[config.mk]
export PLATFORM = sky130hd
export DESIGN_NAME = m_lod_pipe
export DESIGN_NICKNAME = d
export VERILOG_FILES = /design/src/rtl/m_lod_pipe_pkg.sv /design/src/rtl/m_lod_pipe_tree.sv /design/src/rtl/m_lod_pipe.sv
export SDC_FILE = /design/constraint.sdc
export NUM_CORES = 1
export LEC_CHECK = 0
export CAP_MARGIN = 20
export CORE_MARGIN = 1
export CORE_UTILIZATION = 40
export CTS_CLUSTER_DIAMETER = 60
export DETAILED_ROUTE_END_ITERATION = 8
export HOLD_SLACK_MARGIN = 0.05
export PLACE_DENSITY = 0.61
export SLEW_MARGIN = 10
export SYNTH_ARGS = -nofsm -noshare
export SYNTH_HDL_FRONTEND = slang
export SYNTH_SLANG_ARGS = --single-unit
[constraint.sdc]
create_clock -name clk -period 2.5 [get_ports clk]
set_input_delay 0.25 -clock clk [delete_from_list [all_inputs] [get_ports clk]]
set_output_delay 0.25 -clock clk [all_outputs]
set_load 0.02 [all_outputs]
[src/rtl/m_lod_pipe_pkg.sv]
// Shared definitions for the pipelined leading-one detector: width helpers
// and the parameter legality rule checked at elaboration.
package m_lod_pipe_pkg;

    function automatic int clog2(input int value);
        int result;
        result = 0;
        while ((1 << result) < value) begin
            result++;
        end
        return result;
    endfunction

    // WL_N must be a power of two in 8..64; F must leave at least the leading one out.
    function automatic bit lod_params_ok(input int wl_n, input int wl_f);
        return (wl_n >= 8) && (wl_n <= 64) && ((wl_n & (wl_n - 1)) == 0)
            && (wl_f >= 1) && (wl_f < wl_n);
    endfunction

endpackage

[src/rtl/m_lod_pipe_tree.sv]
// Combinational priority encoder built as a binary tree: each level merges
// pairs of nodes, preferring the upper half when it holds a one.
module m_lod_tree
    import m_lod_pipe_pkg::*;
#(
    parameter  int WL_N = 32,
    localparam int WL_K = clog2(WL_N)
) (
    input  logic [WL_N-1:0] vec,
    output logic [WL_K-1:0] pos,
    output logic            any
);

    for (genvar l = 0; l <= WL_K; l++) begin : g_lvl
        localparam int NODES = WL_N >> l;
        logic [NODES-1:0]      v;
        logic [NODES*WL_K-1:0] ix;

        if (l == 0) begin : g_leaf
            assign v  = vec;
            assign ix = '0;
        end else begin : g_node
            for (genvar j = 0; j < NODES; j++) begin : g_pair
                logic hi;
                assign hi = g_lvl[l-1].v[2*j+1];
                assign v[j] = hi | g_lvl[l-1].v[2*j];
                // Upper child wins; its index gains the bit for this level.
                assign ix[j*WL_K +: WL_K] = hi
                    ? (g_lvl[l-1].ix[(2*j+1)*WL_K +: WL_K] | (WL_K'(1) << (l - 1)))
                    : g_lvl[l-1].ix[(2*j)*WL_K +: WL_K];
            end
        end
    end

    assign any = g_lvl[WL_K].v[0];
    assign pos = g_lvl[WL_K].ix;

endmodule

[src/rtl/m_lod_pipe.sv]
// Two-stage leading-one detector: S1 takes |N| and its characteristic,
// S2 normalises to a left-justified fraction with sticky, under valid/ready.
module m_lod_pipe
    import m_lod_pipe_pkg::*;
#(
    parameter  int WL_N   = 32,
    parameter  int WL_F   = 8,
    parameter  int SIGNED = 0,
    localparam int WL_K   = clog2(WL_N)
) (
    input  logic            clk,
    input  logic            rst_n,
    input  logic            in_valid,
    output logic            in_ready,
    input  logic [WL_N-1:0] N,
    output logic            out_valid,
    input  logic            out_ready,
    output logic [WL_K-1:0] K,
    output logic [WL_F-1:0] F,
    output logic            sticky,
    output logic            zero,
    output logic            sign
);

    if (!lod_params_ok(WL_N, WL_F)) begin : g_param_check
        $fatal(1, "m_lod_pipe: WL_N must be a power of two in 8..64 and 1 <= WL_F < WL_N");
    end

    logic            v1, v2, adv1, adv2;
    logic            neg;
    logic [WL_N-1:0] mag_in, mag1;
    logic [WL_K-1:0] pos, k1;
    logic            any, zero1, sign1;
    logic [WL_K-1:0] shamt;
    logic [WL_N-2:0] sh;
    logic [WL_F-1:0] f_nxt;
    logic            sticky_nxt;

    assign adv2      = !v2 || out_ready;
    assign adv1      = !v1 || adv2;
    assign in_ready  = adv1;
    assign out_valid = v2;

    // Unsigned negate maps -2^(WL_N-1) onto 2^(WL_N-1), which fits the field.
    assign neg    = (SIGNED != 0) && N[WL_N-1];
    assign mag_in = neg ? ('0 - N) : N;

    m_lod_tree #(.WL_N(WL_N)) u_tree (
        .vec (mag_in),
        .pos (pos),
        .any (any)
    );

    always_ff @(posedge clk or negedge rst_n) begin
        if (!rst_n) begin
            v1    <= 1'b0;
            mag1  <= '0;
            k1    <= '0;
            zero1 <= 1'b0;
            sign1 <= 1'b0;
        end else if (adv1) begin
            v1    <= in_valid;
            mag1  <= mag_in;
            k1    <= pos;
            zero1 <= !any;
            sign1 <= neg;
        end
    end

    // The leading one lands at bit WL_N-1 and is dropped by the truncation.
    assign shamt = WL_K'(WL_N - 1) - k1;
    assign sh    = (WL_N-1)'(mag1 << shamt);
    assign f_nxt = sh[WL_N-2 -: WL_F];

    if (WL_F == WL_N - 1) begin : g_no_sticky
        assign sticky_nxt = 1'b0;
    end else begin : g_sticky
        assign sticky_nxt = |sh[WL_N-2-WL_F:0];
    end

    always_ff @(posedge clk or negedge rst_n) begin
        if (!rst_n) begin
            v2     <= 1'b0;
            K      <= '0;
            F      <= '0;
            sticky <= 1'b0;
            zero   <= 1'b0;
            sign   <= 1'b0;
        end else if (adv2) begin
            v2     <= v1;
            K      <= k1;
            F      <= f_nxt;
            sticky <= sticky_nxt;
            zero   <= zero1;
            sign   <= sign1;
        end
    end

endmodule

After elaboration in Yosys (flattened, before gate mapping)

Cells that the tools add are included.
Widths: inputs -> output; s select.

Register bits after elaboration: 55
Input port bits: 36
Output and inout bits: 18
Logic and storage cells: 79

$add $sub $neg: 1
Shift-type cells: 1
Muxes and demuxes: 31
Bitwise gates (word level): 31
Reductions and logical operators: 6

Operators with widths:

| kind                | number |
|---|---|
| $mux 5              | 8 |
| $shl 32x5->31       | 1 |
| $or 1x1->1          | 31 |
| $reduce_or 23->1    | 1 |
| $mux 1              | 16 |
| $mux 2              | 4 |
| $mux 3              | 2 |
| $sub 5x5->5 const A | 1 |
| $mux 4              | 1 |
| $logic_not 1->1     | 3 |
| $logic_or 1x1->1    | 2 |

Depth between registers and ports, before layout

Word-level depth: 6
Depth in mapped cells: 11
Mapped depth without buffers: 7

Modules after synthesis

A second synthesis with hierarchy kept.

Cell total of the unflattened synthesis: 358
Area total of the unflattened synthesis: 3,932.5 sq um

Modules (own cells, without submodules):

| module     | times used | cells each | area an instance (sq um) | seq. area each (sq um) |
|---|---|---|---|---|
| m_lod_pipe | 1          | 301        | 3,585.9                  | 1,351.3 |
| m_lod_tree | 1          | 57         | 346.6                    | 0.0 |

Worst setup path after synthesis

No wires, ideal clock.

Kind: reg-to-reg
From: register k1[0]
To: register sticky
Setup time: 0.142 ns
Data arrival time: 2.253 ns
Data required time: 2.358 ns
Path slack: 0.105 ns
Stages on the path, launching flop included: 10
Buffers on the path: 2
Period minus slack after synthesis: 2.395 ns
Path through: dfrtp_1 -> buf_6 -> buf_6 -> mux4_2 -> mux2_2 -> or4_1 -> nor4_1 -> a21oi_1 -> o21ai_1 -> a31oi_1

Word-level cells in the longest chain between the ends: 3

Ends and longest elaborated chain:

| element                | RTL line         | text |
|---|---|---|
| from (decl)            | m_lod_pipe.sv:32 | `logic [WL_K-1:0] pos, k1;` |
| from (signal assigned) | m_lod_pipe.sv:64 | `k1 <= pos;` |
| $sub 5x5->5            | m_lod_pipe.sv:71 | `assign shamt = WL_K'(WL_N - 1) - k1;` |
| $shl 32x5->31          | m_lod_pipe.sv:72 | `assign sh = (WL_N-1)'(mag1 << shamt);` |
| $reduce_or 23->1       | m_lod_pipe.sv:78 | `assign sticky_nxt = \|sh[WL_N-2-WL_F:0];` |
| to (signal assigned)   | m_lod_pipe.sv:93 | `sticky <= sticky_nxt;` |
| to (decl)              | m_lod_pipe.sv:20 | `output logic sticky,` |

No other way between the ends.
A chain may end at the register's enable or synchronous reset.

Worst setup path in the final report

Same ends and word-level chain as after synthesis.

==> results.json <==
{
  "yosysUniqueCellTypes": 42,
  "synthAdderAreaFrac_pct": 0,
  "h-tree-depth": 2,
  "routedWlPerCell_microns": 17.29,
  "area_growth_syn_to_layout_pct": 26.11,
  "max-cap-violations": 0,
  "multi_input_area_sq_um": 2252,
  "worstHoldPathType": "input port to asynchronous set/reset pin",
  "synth_top_cells_by_area": "dfrtp_1, mux4_2, mux2_2, nand2_1, mux2i_1",
  "syn_avg_cell_area_sq_um": 9.874,
  "finalCriticalPeriod_ns": 2.451,
  "cts_made_buffers": 5,
  "tightest_slew_ns": 0.5972,
  "peakVddDrop_uv": 267.6,
  "synth_compound_area_share_pct": 12.40,
  "yosys.area_share.simple_pct": 14.58,
  "cts_tree": "yes",
  "std_cell_rows": 34,
  "grt.overflow.total": 0,
  "fmax_mhz": 407.9,
  "die-height_microns": 98.60,
  "r2r_end": "sticky",
  "gp_congestion": 0.8283,
  "clock_path_buffers": 2,
  "port-buffer-count": 52,
  "slew-limit-headroom_pct": 60.19,
  "drv_slew": 0,
  "fp.coreArea_sq_um": 8891,
  "wirelength_microns": 9630,
  "post-place-ws_ns": -0.1105,
  "postSynth.asyncResetShare_pct": 100.0,
  "muxShareOfSynthArea_pct": 32.28,
  "first_pass_iters": 4,
  "die_w_microns": 98.60,
  "layout_commonest_cell": "nand2_1",
  "startpoint_type": "flop",
  "ios": 54,
  "final_cell_mix": "nand2_1, dfrtp_1, clkdlybuf4s50_1",
  "p_per_area_nw_per_um2": 545.9,
  "placed_area_sq_um": 4536,
  "drt_iter0_markers": 235,
  "rsz0062_at_grt": "yes",
  "dp_hpwl_microns": 7505,
  "synth_top_family_by_area": "multiplexers",
  "hold_viol": 0,
  "synth_xor_xnor_area_share_pct": 0,
  "num-fill-cells": 860,
  "clk_pin_slew_ns": 0.11,
  "ys.flop_type": "dfrtp_1",
  "layout-drive-gt1-share_pct": 25.39,
  "die-area_sq_um": 9721,
  "drc": 0,
  "cts_root_buf": "clkbuf_8",
  "grt_pass1_wl_microns": 16260,
  "drtAntennaViolNets": 0,
  "critPathCaptureType": "flop",
  "ys_ff_latch": 54,
  "fin_skew_ns": 0.004783,
  "synth-edff-count": 0,
  "antennaDiodeCount": 0,
  "grt_usage_pct": 21.11,
  "nets": 484,
  "ff2ff_setup_slack_ns": 0.05,
  "start_util_pct": 41.98,
  "reg2reg_depth": 8,
  "grt_pass1_vias": 3220,
  "run_status": "finished clean",
  "vias_per_cell": 5.711,
  "grt_start_max_net_pins": 41,
  "cp_max_fo": 7,
  "post-route-period-util_pct": 98.05,
  "synth_fp_nets": 414,
  "via_count": 3181,
  "yosysSeqAreaShare_pct": 36.21,
  "synth_warnings": 0,
  "crit_path_start": "k1[0]",
  "numClockSinks": 54,
  "seqCellArea_sq_um": 1353,
  "yosys.area.top_type": "dfrtp_1",
  "synth_cells": 378,
  "arrival_ns": 2.66,
  "antenna_found_initial": 0,
  "yosys.area.top_type_share_pct": 36.21,
  "regToRegStartpoint": "k1[0]",
  "crit_type": "flop to flop",
  "synth_area_sq_um": 3732,
  "clkLatencyLatePin_ns": 0.31,
  "final.setup.worst_slack_ns": 0.04867,
  "setup-violations-final": 0,
  "p_leak_nw": 1.993,
  "required_ns": 2.70,
  "final_area_sq_um": 4707,
  "critPathCapture": "sticky"
}
synth_stat cells (3+ instances only):
cell       n
mux2_1     6
clkbuf_1  19
nand2b_1   4
o211ai_1   7
mux2i_1   18
o21a_1     4
a21oi_1   20
o21ai_1    8
nand2_1   59
o21bai_1   3
buf_2      3
nor4_1    11
mux4_2    23
nor3_1     7
mux2_2    39
inv_1     10
dfrtp_1   54
nand3_1    6
a31oi_1    5
o21ai_0   11
nor2_1    31
final cells by class:
class	instances	share of cell area, %
Clock inverter	3	0.4519
Inverter	11	0.8772
Clock buffer	5	1.462
Multi-Input combinational cell	286	47.85
Tap cell	108	2.871
Timing Repair Buffer	90	17.76
Sequential cell	54	28.73
layer usage:
metal  GRT usage (%)  up-vias  routed length [microns]
met5               0        -                        0
met4           4.937        0                      133
met3           2.695       12                      311
met2           33.97       84                     4544
met1           30.49     1551                     4640
li1                -     1534                        -
per-stage QoR:
step | power (W) | utilization (%) | TNS, ns | hold slack [ns] | instances
after floorplan | 0.001643 | - | 0 | -0.04559 | 378
after global placement | 0.002020 | 51.01 | -0.04444 | 0.1702 | 546
after detailed placement | 0.002038 | 51.01 | -0.1105 | 0.1761 | 546
after CTS | 0.002569 | 52.56 | 0 | 0.3628 | 557
after global routing | 0.002720 | 52.94 | -0.05711 | 0.3794 | 557
final | 0.002569 | 52.94 | 0 | 0.3647 | 557
logic make-up after synthesis:
logic type      Yosys count
flops                    54
simple gates            125
mux                      86
buf+inv                  38
other cells               1
compound gates           74
flip-flops by register name, indices dropped and copies added (netlist names):
register and flops:
F 8, K 5, k1 5, mag1 31
out_valid 1, sticky 1, v1 1, zero 1
zero1 1
critical path: stages (launching register included):
cell	delay (ns)
dfrtp_2	0.40
buf_12	0.13
mux4_2	0.51
mux2_4	0.29
or4_4	0.55
nor4_4	0.15
a21oi_1	0.07
o21ai_1	0.15
a31oi_1	0.10
report_power, final:
group          internal [W]  switching, W
clock network      0.000198      0.000315
logic              0.000534      0.000469
registers          0.000968     0.0000856
how the worst min path moves through the flow:
stage / startpoint / to / slack, ns / cells past startpoint
2_1_floorplan: rst_n / F[0] / -0.05 / 0
3_3_place_gp: rst_n / zero / 0.17 / 1
3_5_place_dp: rst_n / zero / 0.18 / 1
4_1_cts: rst_n / zero / 0.36 / 2
5_1_grt: rst_n / k1[0] / 0.38 / 2
6_report: rst_n / zero / 0.36 / 2
what timing repair did:
item	CTS	global route
setup endpoints to repair	1	1
pin swaps	1	0
gates resized for setup	2	7
setup buffers	2	0
hold buffers	1	0
hold endpoints to repair	11	0
(Power assumes the default switching activity.)
